**src/rtl/alu_ctrl_pkg.sv**
```systemverilog
// Shared types, ALU opcodes and helpers for the ALU operand-stack sequencer.
package alu_ctrl_pkg;

   typedef enum logic [1:0] {
      KIND_PUSH = 2'b00,
      KIND_POP  = 2'b01,
      KIND_EXEC = 2'b10,
      KIND_RSVD = 2'b11
   } cmd_kind_t;

   typedef enum logic [1:0] {
      ST_IDLE  = 2'd0,
      ST_ISSUE = 2'd1,
      ST_WAIT  = 2'd2,
      ST_DONE  = 2'd3
   } state_t;

   localparam logic [2:0] OP_ADD = 3'b000;
   localparam logic [2:0] OP_BLT = 3'b001;
   localparam logic [2:0] OP_LDI = 3'b010;
   localparam logic [2:0] OP_SUB = 3'b011;
   localparam logic [2:0] OP_AND = 3'b100;
   localparam logic [2:0] OP_OR  = 3'b101;
   localparam logic [2:0] OP_XOR = 3'b110;
   localparam logic [2:0] OP_ABS = 3'b111;

   localparam int unsigned CNT_W = 4;

   // Register-only opcodes never read or write the operand stack.
   function automatic logic uses_stack(input logic [2:0] op);
      return !((op == OP_LDI) || (op == OP_ABS));
   endfunction

endpackage

```
**src/rtl/alu_stack_ctrl_if.sv**
```systemverilog
// Command/response handshake plus ALU operand/result bus of the stack sequencer.
interface alu_stack_ctrl_if #(
   parameter int unsigned W     = 8,
   parameter int unsigned DEPTH = 8
);
   import alu_ctrl_pkg::*;

   localparam int unsigned DW = $clog2(DEPTH + 1);

   logic          cmd_valid;
   logic          cmd_ready;
   cmd_kind_t     cmd_kind;
   logic [2:0]    cmd_op;
   logic [W-1:0]  cmd_data;
   logic          rsp_valid;
   logic [W-1:0]  rsp_data;
   logic          rsp_branch;
   logic          rsp_err;
   logic [DW-1:0] depth;
   logic [2:0]    alu_op;
   logic [W-1:0]  alu_reg_val;
   logic [W-1:0]  alu_stack0;
   logic [W-1:0]  alu_stack1;
   logic [W-1:0]  alu_reg_out;
   logic [W-1:0]  alu_stack0_out;
   logic [W-1:0]  alu_stack1_out;
   logic          alu_branch_sig;

   // Decode and ALU side.
   modport master (
      output cmd_valid, cmd_kind, cmd_op, cmd_data,
      output alu_reg_out, alu_stack0_out, alu_stack1_out, alu_branch_sig,
      input  cmd_ready, rsp_valid, rsp_data, rsp_branch, rsp_err, depth,
      input  alu_op, alu_reg_val, alu_stack0, alu_stack1
   );

   // Sequencer side.
   modport slave (
      input  cmd_valid, cmd_kind, cmd_op, cmd_data,
      input  alu_reg_out, alu_stack0_out, alu_stack1_out, alu_branch_sig,
      output cmd_ready, rsp_valid, rsp_data, rsp_branch, rsp_err, depth,
      output alu_op, alu_reg_val, alu_stack0, alu_stack1
   );

endinterface

```
**src/rtl/op_stack.sv**
```systemverilog
// LIFO operand storage: push, pop, and in-place rewrite of the top two entries.
module op_stack #(
   parameter int unsigned W     = 8,
   parameter int unsigned DEPTH = 8
) (
   input  logic                         clk,
   input  logic                         reset,
   input  logic                         push_i,
   input  logic [W-1:0]                 push_data_i,
   input  logic                         pop_i,
   input  logic                         wr2_i,
   input  logic [W-1:0]                 top_wdata_i,
   input  logic [W-1:0]                 next_wdata_i,
   output logic [W-1:0]                 top_o,
   output logic [W-1:0]                 next_o,
   output logic [$clog2(DEPTH+1)-1:0]   depth_o
);

   localparam int unsigned DW = $clog2(DEPTH + 1);
   localparam int unsigned IW = $clog2(DEPTH);

   logic [W-1:0]  mem_q [DEPTH];
   logic [DW-1:0] depth_q;
   logic [IW-1:0] wr_idx;
   logic [IW-1:0] top_idx;
   logic [IW-1:0] next_idx;

   assign wr_idx   = IW'(depth_q);
   assign top_idx  = IW'(depth_q - DW'(1));
   assign next_idx = IW'(depth_q - DW'(2));

   always_ff @(posedge clk) begin
      if (reset) begin
         depth_q <= '0;
      end else if (push_i) begin
         depth_q <= depth_q + DW'(1);
      end else if (pop_i) begin
         depth_q <= depth_q - DW'(1);
      end
   end

   // Storage contents are don't-care after reset; only depth_q is cleared.
   always_ff @(posedge clk) begin
      if (push_i) begin
         mem_q[wr_idx] <= push_data_i;
      end else if (wr2_i) begin
         mem_q[top_idx]  <= top_wdata_i;
         mem_q[next_idx] <= next_wdata_i;
      end
   end

   assign top_o   = (depth_q != '0)      ? mem_q[top_idx]  : '0;
   assign next_o  = (depth_q >= DW'(2))  ? mem_q[next_idx] : '0;
   assign depth_o = depth_q;

endmodule

```
**src/rtl/alu_stack_ctrl.sv**
```systemverilog
// Sequencer owning the ALU operand stack: accepts PUSH/POP/EXEC, drives the ALU, writes back results.
module alu_stack_ctrl
   import alu_ctrl_pkg::*;
#(
   parameter int unsigned W       = 8,
   parameter int unsigned DEPTH   = 8,
   parameter int unsigned ALU_LAT = 1
) (
   input  logic                  clk,
   input  logic                  reset,
   alu_stack_ctrl_if.slave       bus
);

   localparam int unsigned DW = $clog2(DEPTH + 1);

   state_t             state_q, state_d;
   logic [2:0]         op_q, op_d;
   logic [W-1:0]       data_q, data_d;
   logic [CNT_W-1:0]   cnt_q, cnt_d;
   logic               rsp_valid_q, rsp_valid_d;
   logic [W-1:0]       rsp_data_q, rsp_data_d;
   logic               rsp_branch_q, rsp_branch_d;
   logic               rsp_err_q, rsp_err_d;
   logic [2:0]         alu_op_q, alu_op_d;
   logic [W-1:0]       alu_reg_val_q, alu_reg_val_d;
   logic [W-1:0]       alu_stack0_q, alu_stack0_d;
   logic [W-1:0]       alu_stack1_q, alu_stack1_d;

   logic               push_c, pop_c, wr2_c;
   logic [W-1:0]       top_c, next_c;
   logic [DW-1:0]      depth_c;

   op_stack #(.W(W), .DEPTH(DEPTH)) u_stack (
      .clk          (clk),
      .reset        (reset),
      .push_i       (push_c),
      .push_data_i  (bus.cmd_data),
      .pop_i        (pop_c),
      .wr2_i        (wr2_c),
      .top_wdata_i  (bus.alu_stack0_out),
      .next_wdata_i (bus.alu_stack1_out),
      .top_o        (top_c),
      .next_o       (next_c),
      .depth_o      (depth_c)
   );

   always_ff @(posedge clk) begin
      if (reset) begin
         state_q       <= ST_IDLE;
         op_q          <= '0;
         data_q        <= '0;
         cnt_q         <= '0;
         rsp_valid_q   <= 1'b0;
         rsp_data_q    <= '0;
         rsp_branch_q  <= 1'b0;
         rsp_err_q     <= 1'b0;
         alu_op_q      <= '0;
         alu_reg_val_q <= '0;
         alu_stack0_q  <= '0;
         alu_stack1_q  <= '0;
      end else begin
         state_q       <= state_d;
         op_q          <= op_d;
         data_q        <= data_d;
         cnt_q         <= cnt_d;
         rsp_valid_q   <= rsp_valid_d;
         rsp_data_q    <= rsp_data_d;
         rsp_branch_q  <= rsp_branch_d;
         rsp_err_q     <= rsp_err_d;
         alu_op_q      <= alu_op_d;
         alu_reg_val_q <= alu_reg_val_d;
         alu_stack0_q  <= alu_stack0_d;
         alu_stack1_q  <= alu_stack1_d;
      end
   end

   always_comb begin
      state_d       = state_q;
      op_d          = op_q;
      data_d        = data_q;
      cnt_d         = cnt_q;
      rsp_data_d    = rsp_data_q;
      rsp_branch_d  = rsp_branch_q;
      rsp_err_d     = rsp_err_q;
      alu_op_d      = alu_op_q;
      alu_reg_val_d = alu_reg_val_q;
      alu_stack0_d  = alu_stack0_q;
      alu_stack1_d  = alu_stack1_q;
      push_c        = 1'b0;
      pop_c         = 1'b0;
      wr2_c         = 1'b0;

      unique case (state_q)
         ST_IDLE: begin
            if (bus.cmd_valid) begin
               op_d         = bus.cmd_op;
               data_d       = bus.cmd_data;
               rsp_data_d   = '0;
               rsp_branch_d = 1'b0;
               rsp_err_d    = 1'b0;
               state_d      = ST_DONE;
               case (bus.cmd_kind)
                  KIND_PUSH: begin
                     if (depth_c < DW'(DEPTH)) push_c = 1'b1;
                     else                      rsp_err_d = 1'b1;
                  end
                  KIND_POP: begin
                     if (depth_c != '0) begin
                        pop_c      = 1'b1;
                        rsp_data_d = top_c;
                     end else begin
                        rsp_err_d  = 1'b1;
                     end
                  end
                  KIND_EXEC: begin
                     // Stack ops need two operands; reject without touching the ALU.
                     if (uses_stack(bus.cmd_op) && (depth_c < DW'(2))) rsp_err_d = 1'b1;
                     else                                               state_d   = ST_ISSUE;
                  end
                  default: rsp_err_d = 1'b1;
               endcase
            end
         end
         ST_ISSUE: begin
            alu_op_d      = op_q;
            alu_reg_val_d = data_q;
            if (uses_stack(op_q)) begin
               alu_stack0_d = top_c;
               alu_stack1_d = next_c;
            end
            cnt_d   = CNT_W'(ALU_LAT);
            state_d = ST_WAIT;
         end
         ST_WAIT: begin
            cnt_d = cnt_q - CNT_W'(1);
            if (cnt_q <= CNT_W'(1)) begin
               rsp_data_d   = bus.alu_reg_out;
               rsp_branch_d = bus.alu_branch_sig & (op_q == OP_BLT);
               wr2_c        = uses_stack(op_q);
               state_d      = ST_DONE;
            end
         end
         ST_DONE: begin
            rsp_data_d   = '0;
            rsp_branch_d = 1'b0;
            rsp_err_d    = 1'b0;
            state_d      = ST_IDLE;
         end
         default: state_d = ST_IDLE;
      endcase

      rsp_valid_d = (state_d == ST_DONE);
   end

   assign bus.cmd_ready   = (state_q == ST_IDLE);
   assign bus.rsp_valid   = rsp_valid_q;
   assign bus.rsp_data    = rsp_data_q;
   assign bus.rsp_branch  = rsp_branch_q;
   assign bus.rsp_err     = rsp_err_q;
   assign bus.depth       = depth_c;
   assign bus.alu_op      = alu_op_q;
   assign bus.alu_reg_val = alu_reg_val_q;
   assign bus.alu_stack0  = alu_stack0_q;
   assign bus.alu_stack1  = alu_stack1_q;

endmodule

```
**src/flat_wrapper.sv**
```systemverilog
// flat-port wrapper written by rule: the top's interface ports become plain ports
module alu_stack_ctrl_flat import alu_ctrl_pkg::*;
#(
   parameter int unsigned W       = 8,
   parameter int unsigned DEPTH   = 8,
   parameter int unsigned ALU_LAT = 1
)
  (clk, reset, bus_cmd_valid, bus_cmd_kind, bus_cmd_op, bus_cmd_data, bus_alu_reg_out, bus_alu_stack0_out, bus_alu_stack1_out, bus_alu_branch_sig, bus_cmd_ready, bus_rsp_valid, bus_rsp_data, bus_rsp_branch, bus_rsp_err, bus_depth, bus_alu_op, bus_alu_reg_val, bus_alu_stack0, bus_alu_stack1);
  alu_stack_ctrl_if #(.W(W), .DEPTH(DEPTH)) bus_i ();
  input  logic clk;
  input  logic reset;
  input wire logic [$bits(bus_i.cmd_valid)-1:0] bus_cmd_valid;
  input wire logic [$bits(bus_i.cmd_kind)-1:0] bus_cmd_kind;
  input wire logic [$bits(bus_i.cmd_op)-1:0] bus_cmd_op;
  input wire logic [$bits(bus_i.cmd_data)-1:0] bus_cmd_data;
  input wire logic [$bits(bus_i.alu_reg_out)-1:0] bus_alu_reg_out;
  input wire logic [$bits(bus_i.alu_stack0_out)-1:0] bus_alu_stack0_out;
  input wire logic [$bits(bus_i.alu_stack1_out)-1:0] bus_alu_stack1_out;
  input wire logic [$bits(bus_i.alu_branch_sig)-1:0] bus_alu_branch_sig;
  output wire logic [$bits(bus_i.cmd_ready)-1:0] bus_cmd_ready;
  output wire logic [$bits(bus_i.rsp_valid)-1:0] bus_rsp_valid;
  output wire logic [$bits(bus_i.rsp_data)-1:0] bus_rsp_data;
  output wire logic [$bits(bus_i.rsp_branch)-1:0] bus_rsp_branch;
  output wire logic [$bits(bus_i.rsp_err)-1:0] bus_rsp_err;
  output wire logic [$bits(bus_i.depth)-1:0] bus_depth;
  output wire logic [$bits(bus_i.alu_op)-1:0] bus_alu_op;
  output wire logic [$bits(bus_i.alu_reg_val)-1:0] bus_alu_reg_val;
  output wire logic [$bits(bus_i.alu_stack0)-1:0] bus_alu_stack0;
  output wire logic [$bits(bus_i.alu_stack1)-1:0] bus_alu_stack1;
  assign bus_i.cmd_valid = bus_cmd_valid;
  assign bus_i.cmd_kind = bus_cmd_kind;
  assign bus_i.cmd_op = bus_cmd_op;
  assign bus_i.cmd_data = bus_cmd_data;
  assign bus_i.alu_reg_out = bus_alu_reg_out;
  assign bus_i.alu_stack0_out = bus_alu_stack0_out;
  assign bus_i.alu_stack1_out = bus_alu_stack1_out;
  assign bus_i.alu_branch_sig = bus_alu_branch_sig;
  assign bus_cmd_ready = bus_i.cmd_ready;
  assign bus_rsp_valid = bus_i.rsp_valid;
  assign bus_rsp_data = bus_i.rsp_data;
  assign bus_rsp_branch = bus_i.rsp_branch;
  assign bus_rsp_err = bus_i.rsp_err;
  assign bus_depth = bus_i.depth;
  assign bus_alu_op = bus_i.alu_op;
  assign bus_alu_reg_val = bus_i.alu_reg_val;
  assign bus_alu_stack0 = bus_i.alu_stack0;
  assign bus_alu_stack1 = bus_i.alu_stack1;
  alu_stack_ctrl #(.W(W), .DEPTH(DEPTH), .ALU_LAT(ALU_LAT)) u_core (.clk(clk), .reset(reset), .bus(bus_i));
endmodule
```
**config.mk**
```make
export PLATFORM = sky130hd
export DESIGN_NAME = alu_stack_ctrl_flat
export DESIGN_NICKNAME = d
export VERILOG_FILES = /design/src/rtl/alu_ctrl_pkg.sv /design/src/rtl/alu_stack_ctrl_if.sv /design/src/rtl/op_stack.sv /design/src/rtl/alu_stack_ctrl.sv /design/src/flat_wrapper.sv
export SDC_FILE = /design/constraint.sdc
export NUM_CORES = 1
export LEC_CHECK = 0
export ABC_CLOCK_PERIOD_IN_PS = 3600
export CAP_MARGIN = 20
export CORE_ASPECT_RATIO = 0.75
export CORE_MARGIN = 5
export CORE_UTILIZATION = 55
export DETAILED_ROUTE_END_ITERATION = 16
export GPL_TIMING_DRIVEN = 0
export PLACE_DENSITY = 0.79
export SYNTH_ARGS = -nofsm -noshare
export SYNTH_HDL_FRONTEND = slang
export SYNTH_SLANG_ARGS = --single-unit
```
**constraint.sdc**
```tcl
create_clock -name clk -period 3.6 [get_ports clk]
set_input_delay 0.72 -clock clk [delete_from_list [all_inputs] [get_ports clk]]
set_output_delay 0.72 -clock clk [all_outputs]
set_load 0.01 [all_outputs]
```
Word level (Yosys, flattened, before mapping):

Memory sizes are Yosys's and may differ from the RTL's.
Cells that the tools add are included.

* bits in registers: 59
* memories kept: 1
* output and inout bits: 43
* RAM bits: 64

* reduce and logical (&&, ||, !) cells: 17
* $lt $le $gt $ge: 4
* add/subtract/negate cells: 4
* equal/unequal tests: 13
* bitwise gates (word level): 2
* muxes and demuxes: 42

Memory list
* u_core.u_stack.mem_q: depth 8, width 8, rd ports 2, clocked after memory_dff 0, wr ports 2, RTL line op_stack.sv:22 `logic [W-1:0] mem_q [DEPTH];`

Operators by type and width (count)
* $mux W8: 7
* $pmux W8 S3: 1
* $mux W1: 22
* $eq A2 B2 Y1 const B: 4
* $mux W2: 4
* $mux W4: 2
* $pmux W2 S4: 1
* $pmux W4 S2: 1
* $reduce_or A8 Y1: 1
* $sub A4 B1 Y4 const B: 2
* $eq A3 B2 Y1 const B: 2
* $eq A3 B3 Y1 const B: 2
* $pmux W1 S3: 2
* $reduce_and A2 Y1: 3
* $reduce_bool A2 Y1: 3
* $add A4 B1 Y4 const B: 1
* $eq A2 B1 Y1 const B: 2
* $ge A4 B2 Y1 const B: 1
* $le A4 B1 Y1 const B: 1
* $logic_not A2 Y1: 2
* $lt A4 B2 Y1 const B: 1
* $lt A4 B4 Y1 const B: 1
* $reduce_bool A4 Y1: 1
* $eq A3 B1 Y1 const B: 1
* 12 further kinds: 14

Longest topological paths before layout:

Gate-level depths: netlist of the first run.

* depth in word-level cells: 10
* depth in mapped cells: 13
* mapped depth without buffers: 7

Modules after synthesis:

From an unflattened synthesis of the first run, not the netlist that was laid out.

* cell total of the unflattened synthesis: 630
* area total of the unflattened synthesis: 6546.3 µm²

Modules (own cells, without submodules)
* op_stack: cells an instance 378, area each 4216.5 µm², times used 1, sequential area each 2001.9 µm²
* alu_stack_ctrl: cells an instance 252, area each 2329.7 µm², times used 1, sequential area each 1101.1 µm²

Worst setup path after synthesis of the first run:

OpenSTA, ideal clock, no wires.

* path type: reg2reg
* start: register u_core.u_stack.depth_q[0], in the netlist u_core.u_stack.depth_o[0]
* end: register u_core.alu_stack0_q[0], in the netlist u_core.bus.alu_stack0[0]
* buffers on the path: 5
* stages on the path, launching flop included: 13
* arrival time: 2.798 ns
* setup time: 0.120 ns
* required time: 3.480 ns
* slack: 0.682 ns
* cells stage by stage: dfxtp_1 -> clkbuf_1 -> clkbuf_1 -> inv_1 -> clkbuf_1 -> ha_1 -> buf_2 -> buf_2 -> mux2i_1 -> o22ai_1 -> a221oi_1 -> nor2_1 -> a211o_1

* cells in the longest elaborated chain, start to end: 3
* elaborated cells between the ends (all ways): 4

Ends and longest elaborated chain
* from (decl): RTL line op_stack.sv:23 `logic [DW-1:0] depth_q;`
* from (signal assigned): RTL line op_stack.sv:36 `depth_q <= depth_q + DW'(1);`
* from (signal assigned): RTL line op_stack.sv:38 `depth_q <= depth_q - DW'(1);`
* $sub A4 B1 Y4
* $mem_v2 Z8 W8
* $mux W8 *: RTL line op_stack.sv:52 `assign top_o = (depth_q != '0) ? mem_q[top_idx] : '0;`
* to (signal assigned): RTL line alu_stack_ctrl.sv:72 `alu_stack0_q <= alu_stack0_d;`
* to (decl): RTL line alu_stack_ctrl.sv:26 `logic [W-1:0] alu_stack0_q, alu_stack0_d;`

Mark *: on every way between the ends. The rest lies on a longest branch, timed or not.
A chain may end at the register's enable or synchronous reset.

Final worst setup path of the first run:

* start: register u_core.u_stack.depth_q[0], in the netlist u_core.u_stack.depth_o[0]
* end: register u_core.alu_stack0_q[6], in the netlist u_core.bus.alu_stack0[6]

The elaborated chain is that of the path after synthesis.

==> results.yml, run 1 <==
global_route:
  antenna_found_initial: 0
  grtUsageTotal: 0.3041
  overflow: 0
  grt_pass1_wl_mm: 35.25
  grt_max_degree: 17
  grt_pass1_vias: 6167
worst_hold_path:
  hp-class: "flop to flop"
floorplan:
  start_util: 0.5678
  die_y_microns: 108.0
  dieArea_sq_mm: 0.01518
  rows: 35
  die_x_microns: 140.6
  io-pin-count: 84
  core_sq_mm: 0.01239
cts:
  cts.sinks: 123
  clkLatencyLatePin_ns: 0.43
  clkTransAtPathRegs_ns: 0.06
  numCtsBuffers: 17
  post_cts_buffers: 0
  cts_tree: "yes"
  cts_max_level: 4
  clockBufferDepth: 2
  cts-root-buf: "clkbuf_16"
detailed_routing:
  antenna_left: 0
  vias: 6595
  dr.pass1.iters: 7
  routed_wl_mm: 23.16
  wire_per_inst_microns: 22.79
  remaining_drc_errors: 0
  via_per_inst: 6.491
  drtIter0Drc: 1085
setup_path:
  setup.worst_path.end_class: "flop"
  worstReg2RegEnd: "u_core.bus.alu_stack0[6]$_SDFFE_PP0P_"
  cpPeakStageDelay_ns: 0.47
  cp_cell_sequence: "clkbuf_4, inv_1, clkbuf_1, ha_1, buf_2, buf_2, mux2i_1, o22ai_1, a221oi_1, nor2_1, a211o_1"
  start_kind: "flop"
  r2r_cells: 11
  path_common_cell: "buf_2"
  crit_path_max_fanout: 10
  endpoint: "u_core.bus.alu_stack0[6]$_SDFFE_PP0P_"
  critPathSlowestCell: "dfxtp_1"
  critPathArrivalTime_ns: 3.67
  r2r_start: "u_core.u_stack.depth_o[0]$_SDFFE_PP0P_"
  startpoint: "u_core.u_stack.depth_o[0]$_SDFFE_PP0P_"
  required_ns: 3.90
  critPathKind: "flop to flop"
  reg2reg_slack_ns: 0.23
synthesis:
  ys.flop_type: "edfxtp_1"
  ys_types: 51
  yosysWarningCount: 0
  syn_area_per_cell_sq_um: 9.345
  synthCells: 753
  synth_area_sq_mm: 0.007037
  synth_nets: 808
  ys_seq_area_frac: 0.4410
  synth-edff-count: 64
  ys_ff_latch: 123
  ys_async_sr_fraction: 0
pwr:
  power_density_mw_per_mm2: 797.4
  vdd_drop_max_v: 0.0004456
  power_leakage_nw: 2.979
  power_mw: 6.779
layout:
  final_cell_mix: "nand2_1 (191), a31oi_1 (66), clkdlybuf4s50_1 (66)"
  final_nets: 892
  drive_gt1_frac: 0.1129
  antennaDiodeCount: 0
  fillerInstances: 957
  area.growth.synth_to_final_pct: 20.82
  layout_commonest_cell: "nand2_1"
placement:
  dp_hpwl_mm: 16.96
  pre_cts_ws_ns: -0.08673
  routabilityCongestion: 1.009
  portBuffers: 66
timing:
  period_minus_slack_ns: 3.370
  relSlewSlack: 0.3355
  worst_pin_slew_ns: 0.9968
  finalCritPeriodShare: 0.9360
  final-setup-viol-count: 0
  worst_clock_skew_ns: 0.01474
  finalHoldViolations: 0
  rsz0062_at_grt: "no"
  clock.fmax_ghz: 0.2968
  worst_slack_ns: 0.2304
  slew_viol_final: 0
run_status:
  status: "finished clean"
run:
  max_cap_violations: 0
[logic make-up after synthesis]
family / after synthesis / share of synthesized area
compound gates: 174 / 0.1684
xor+xnor: 6 / 0.007468
fa+ha+maj: 14 / 0.02489
buf+inv: 74 / 0.05014
flops: 123 / 0.4410
mux: 67 / 0.1266
simple gates: 295 / 0.1815
[worst max-delay path, delay by kind of cell (launching register included)]
| family | cells | cell delay, ns |
|---|---|---|
| muxes | 1 | 0.32 |
| DFF | 1 | 0.47 |
| and+or+nand+nor | 1 | 0.09 |
| adders and majority gates | 1 | 0.40 |
| buffers and inverters | 5 | 1.19 |
| AOI/OAI and AO/OA | 3 | 0.78 |
[registers in the layout (all words and copies together), names as in the netlist, 3 cells and up]
name,cells
u_core.bus.alu_op,3
u_core.bus.alu_reg_val,8
u_core.cnt_q,4
u_core.bus.alu_stack1,8
u_core.u_stack.depth_o,4
u_core.u_stack.mem_q,64
u_core.data_q,8
u_core.op_q,3
u_core.bus.rsp_data,8
u_core.bus.alu_stack0,8
[final cells by class]
class,count,area (sq um),share of cell area
clock inverter,15,141.4,0.01663
multi-input combinational,556,3606,0.4241
clock buffer,17,425.4,0.05004
inverter,10,37.54,0.004415
timing repair buffer,66,660.6,0.07770
sequential,123,3103,0.3650
tap,166,207.7,0.02443
buffer,63,320.3,0.03767
[per-layer routing]
layer,GRT usage,routed length (microns),vias to the layer above
met4,0.09751,743,0
met5,0,0,-
met3,0.09284,3314,78
met2,0.4501,9727,508
li1,-,-,2925
met1,0.4291,9369,3084
[synthesized netlist by cell type (3+ instances only)]
library cell  number  area [sq um]
nor2_1            46         172.7
inv_1              9         33.78
mux2i_1           35         350.3
xnor2_1            6         52.55
nand2b_1           5         31.28
o22ai_1           22         137.6
a22oi_1            9         67.56
and2_1             6         37.54
nand2_1          191         716.9
dfxtp_1           59          1181
clkbuf_1          21         78.83
a221oi_1           8         70.07
buf_2              6         30.03
buf_6              5         56.30
a31oi_1           66         412.9
or3_1              3         18.77
nor2b_1            6         37.54
o221ai_1           8         70.07
nand3_1            4         20.02
o21ai_0           13         65.06
a21oi_1           19         95.09
a211o_1            8         70.07
nor2_4             6         67.56
edfxtp_1          64          1922
mux2_2            16         180.2
ha_1              14         175.2
buf_1             29         108.9
a22o_1             8         70.07
nor3_1            13         65.06
mux4_2            16         360.4
nor3b_1            3         22.52
[what timing repair did]
action / 4_1_cts / 5_1_grt
hold endpoints to repair: 0 / 0
endpoints found under the setup margin: 24 / 46
resized for setup: 1 / 11
hold buffers: 0 / 0
[power breakdown]
part | total [mW] | internal, mW | switching, mW
Sequential | 1.98 | 1.82 | 0.165
Combinational | 3.15 | 1.21 | 1.94
Clock | 1.65 | 0.960 | 0.690
Total | 6.78 | 3.99 | 2.79
[per-stage QoR]
stage / area (sq um) / std cells / setup TNS [ns] / util / hold WS (ns)
final: 8502 / 1016 / 0 / 0.6860 / 0.4572
after CTS: 8473 / 1017 / 0 / 0.6837 / 0.4588
after floorplan: 7037 / 753 / 0 / - / 0.4360
after global placement: 7905 / 985 / 0 / 0.6379 / 0.4404
after detailed placement: 7905 / 985 / -0.7909 / 0.6379 / 0.4485
after global routing: 8502 / 1016 / 0 / 0.6860 / 0.4729
[how the worst min path moves through the flow]
stage | to | cells after the start | startpoint | slack, ns
finish | u_core.data_q[0]$_SDFFE_PP0P_ | 2 | u_core.data_q[0]$_SDFFE_PP0P_ | 0.46
floorplan | u_core.data_q[0]$_SDFFE_PP0P_ | 2 | u_core.data_q[0]$_SDFFE_PP0P_ | 0.44
detailed placement | u_core.bus.alu_stack1[7]$_SDFFE_PP0P_ | 2 | u_core.bus.alu_stack1[7]$_SDFFE_PP0P_ | 0.45
CTS | u_core.data_q[3]$_SDFFE_PP0P_ | 2 | u_core.data_q[3]$_SDFFE_PP0P_ | 0.46
global route | u_core.data_q[3]$_SDFFE_PP0P_ | 2 | u_core.data_q[3]$_SDFFE_PP0P_ | 0.47
global placement | u_core.bus.alu_stack1[5]$_SDFFE_PP0P_ | 2 | u_core.bus.alu_stack1[5]$_SDFFE_PP0P_ | 0.44
Note: power is estimated with default switching activity, not from simulation.
==> run 2: changes to the inputs <==
HOLD_SLACK_MARGIN = 0.03   (was unset)
==> results of run 2 <==
No change in the layout: final DEF, timing and power equal those of run 1.
==> run 3: changes to the inputs <==
GPL_TIMING_DRIVEN = 1   (was 0)
==> run 3 against run 2 <==
Effect of this change: sequential power barely moved; largest cell class unchanged; setup slack improved by 0.52 ns; global-route usage is 3.1 points lower; flip-flop and latch count did not move; clock power grew 6%; via count decreased by 3.8%; critical path type unchanged; clock skew is 0.0064 ns lower; total power decreased by 2.8%; critical path depth shrank 4.
==> results.yml, run 3 (synthesis results as in run 1) <==
setup_path:
  critPathSlowestCell: "buf_4"
  setup.worst_path.end_class: "flop"
  crit_family: "buffers and inverters"
  cpPeakStageDelay_ns: 0.59
  critPathKind: "flop to flop"
  path_common_cell: "inv_1"
  crit_cells: 7
  r2r_start: "u_core.state_q[0]$_SDFF_PP0_"
  path_buf_inv: 3
  reg2reg_slack_ns: 0.75
  worstReg2RegEnd: "u_core.u_stack.mem_q[4][3]$_DFFE_PP_"
  cp_cell_sequence: "inv_1, ha_1, inv_1, a2111oi_4, and2_4, buf_4, a31oi_1"
  r2r_cells: 7
  start_kind: "flop"
  crit_path_max_fanout: 64
  critPathArrivalTime_ns: 2.98
  required_ns: 3.73
layout:
  area.growth.synth_to_final_pct: 20.36
  final_cell_mix: "nand2_1 (191), clkdlybuf4s50_1 (83), a31oi_1 (66)"
  fin_cells: 983
  largest_reg_flops: 64
  final_nets: 859
  utilization: 0.6834
  antennaDiodeCount: 0
  final_area_sq_mm: 0.008469
  fillerInstances: 919
  layout_commonest_cell: "nand2_1"
  top_register: "u_core.u_stack.mem_q"
  drive_gt1_frac: 0.1065
worst_hold_path:
  hp-class: "flop to flop"
  min_to: "u_core.bus.rsp_branch$_SDFFE_PP0P_"
  min_path_cells: 2
  hold_start: "u_core.bus.rsp_branch$_SDFFE_PP0P_"
timing:
  period_minus_slack_ns: 2.848
  finalSetupTns_ns: 0
  final-setup-viol-count: 0
  worst_clock_skew_ns: 0.008310
  finalCritPeriodShare: 0.7911
  hold_ws_ns: 0.4599
  slew_viol_final: 0
  worst_pin_slew_ns: 1.021
  worst_slack_ns: 0.7521
  finalHoldViolations: 0
  clock.fmax_ghz: 0.3511
  relSlewSlack: 0.3169
  rsz0062_at_grt: "no"
detailed_routing:
  wire_per_inst_microns: 21.12
  via_per_inst: 6.455
  drtIter0Drc: 835
  dr.pass1.iters: 5
  remaining_drc_errors: 0
  vias: 6345
  antenna_left: 0
  routed_wl_mm: 20.76
floorplan:
  die_y_microns: 108.0
  core_sq_mm: 0.01239
  die_x_microns: 140.6
  io-pin-count: 84
  start_util: 0.5678
  dieArea_sq_mm: 0.01518
  rows: 35
placement:
  routabilityCongestion: 0.9107
  portBuffers: 83
  dpl_cell_area_sq_mm: 0.007871
  dp_hpwl_mm: 15.26
  post-place-cells: 951
  pre_cts_ws_ns: 0.4817
cts:
  cts_max_level: 4
  clkTransAtPathRegs_ns: 0.06
  cts.sinks: 123
  cts-root-buf: "clkbuf_16"
  cts_tree: "yes"
  cts_resized: 0
  post_cts_buffers: 0
  numCtsBuffers: 17
  holdBufCountCts: 0
  clockBufferDepth: 2
  clkLatencyLatePin_ns: 0.42
global_route:
  grt_pass1_vias: 6027
  antenna_found_initial: 1
  grtUsageTotal: 0.2734
  grt_max_degree: 65
  overflow: 0
  grt_pass1_wl_mm: 32.62
pwr:
  seqPwrFrac: 0.298
  vdd_drop_max_v: 0.0004591
  combPwrFrac: 0.437
  p_sw_frac: 0.3877
  power_mw: 6.592
  power_density_mw_per_mm2: 778.4
  intPower_mw: 4.037
  pwr-share-clk: 0.265
  net-switching-power_mw: 2.556
  power_leakage_nw: 2.976
run:
  max_cap_violations: 0
run_status:
  status: "finished clean"
run 3: power groups by stage:
stage	logic, mW	registers (mW)	clock network (mW)
3_3_place_gp	2.68	1.97	0
4_1_cts	2.82	1.96	1.75
6_report	2.88	1.97	1.75
2_1_floorplan	2.08	1.97	0
5_1_grt	3.10	1.99	1.82
3_5_place_dp	2.80	1.98	0
run 3: cell type report:
class	count	area, sq um	area share
clock buffer	18	429.2	0.05067
clock inverter	14	168.9	0.01994
inverter	10	37.54	0.004432
multi-input combinational	556	3581	0.4228
sequential	123	3104	0.3665
tap	166	207.7	0.02452
timing repair buffer	96	940.9	0.1111
run 3: metal layers:
layer  GRT usage  up-vias  wire, microns
li1            -     2862              -
met1      0.3613     3000           8273
met2      0.4221      431           9163
met3      0.1039       52           2862
met4     0.07953        0            459
met5           0        -              0
run 3: worst register-to-register path, stage by stage, from the launching register on:
cell,delay [ns]
dfxtp_1,0.33
inv_1,0.11
ha_1,0.34
inv_1,0.17
a2111oi_4,0.39
and2_4,0.39
buf_4,0.59
a31oi_1,0.22
run 3: worst max path at each step:
| stage | start | to | slack (ns) |
|---|---|---|---|
| after floorplan | u_core.u_stack.depth_o[0]$_SDFFE_PP0P_ | u_core.bus.alu_stack0[0]$_SDFFE_PP0P_ | 0.68 |
| after global placement | bus_cmd_valid | u_core.u_stack.mem_q[6][2]$_DFFE_PP_ | 0.61 |
| after detailed placement | bus_cmd_valid | u_core.u_stack.mem_q[4][3]$_DFFE_PP_ | 0.48 |
| after CTS | u_core.u_stack.depth_o[0]$_SDFFE_PP0P_ | u_core.bus.alu_stack0[3]$_SDFFE_PP0P_ | 0.82 |
| after global routing | u_core.u_stack.depth_o[0]$_SDFFE_PP0P_ | u_core.bus.alu_stack0[4]$_SDFFE_PP0P_ | 0.60 |
| final | u_core.state_q[0]$_SDFF_PP0_ | u_core.u_stack.mem_q[4][3]$_DFFE_PP_ | 0.75 |
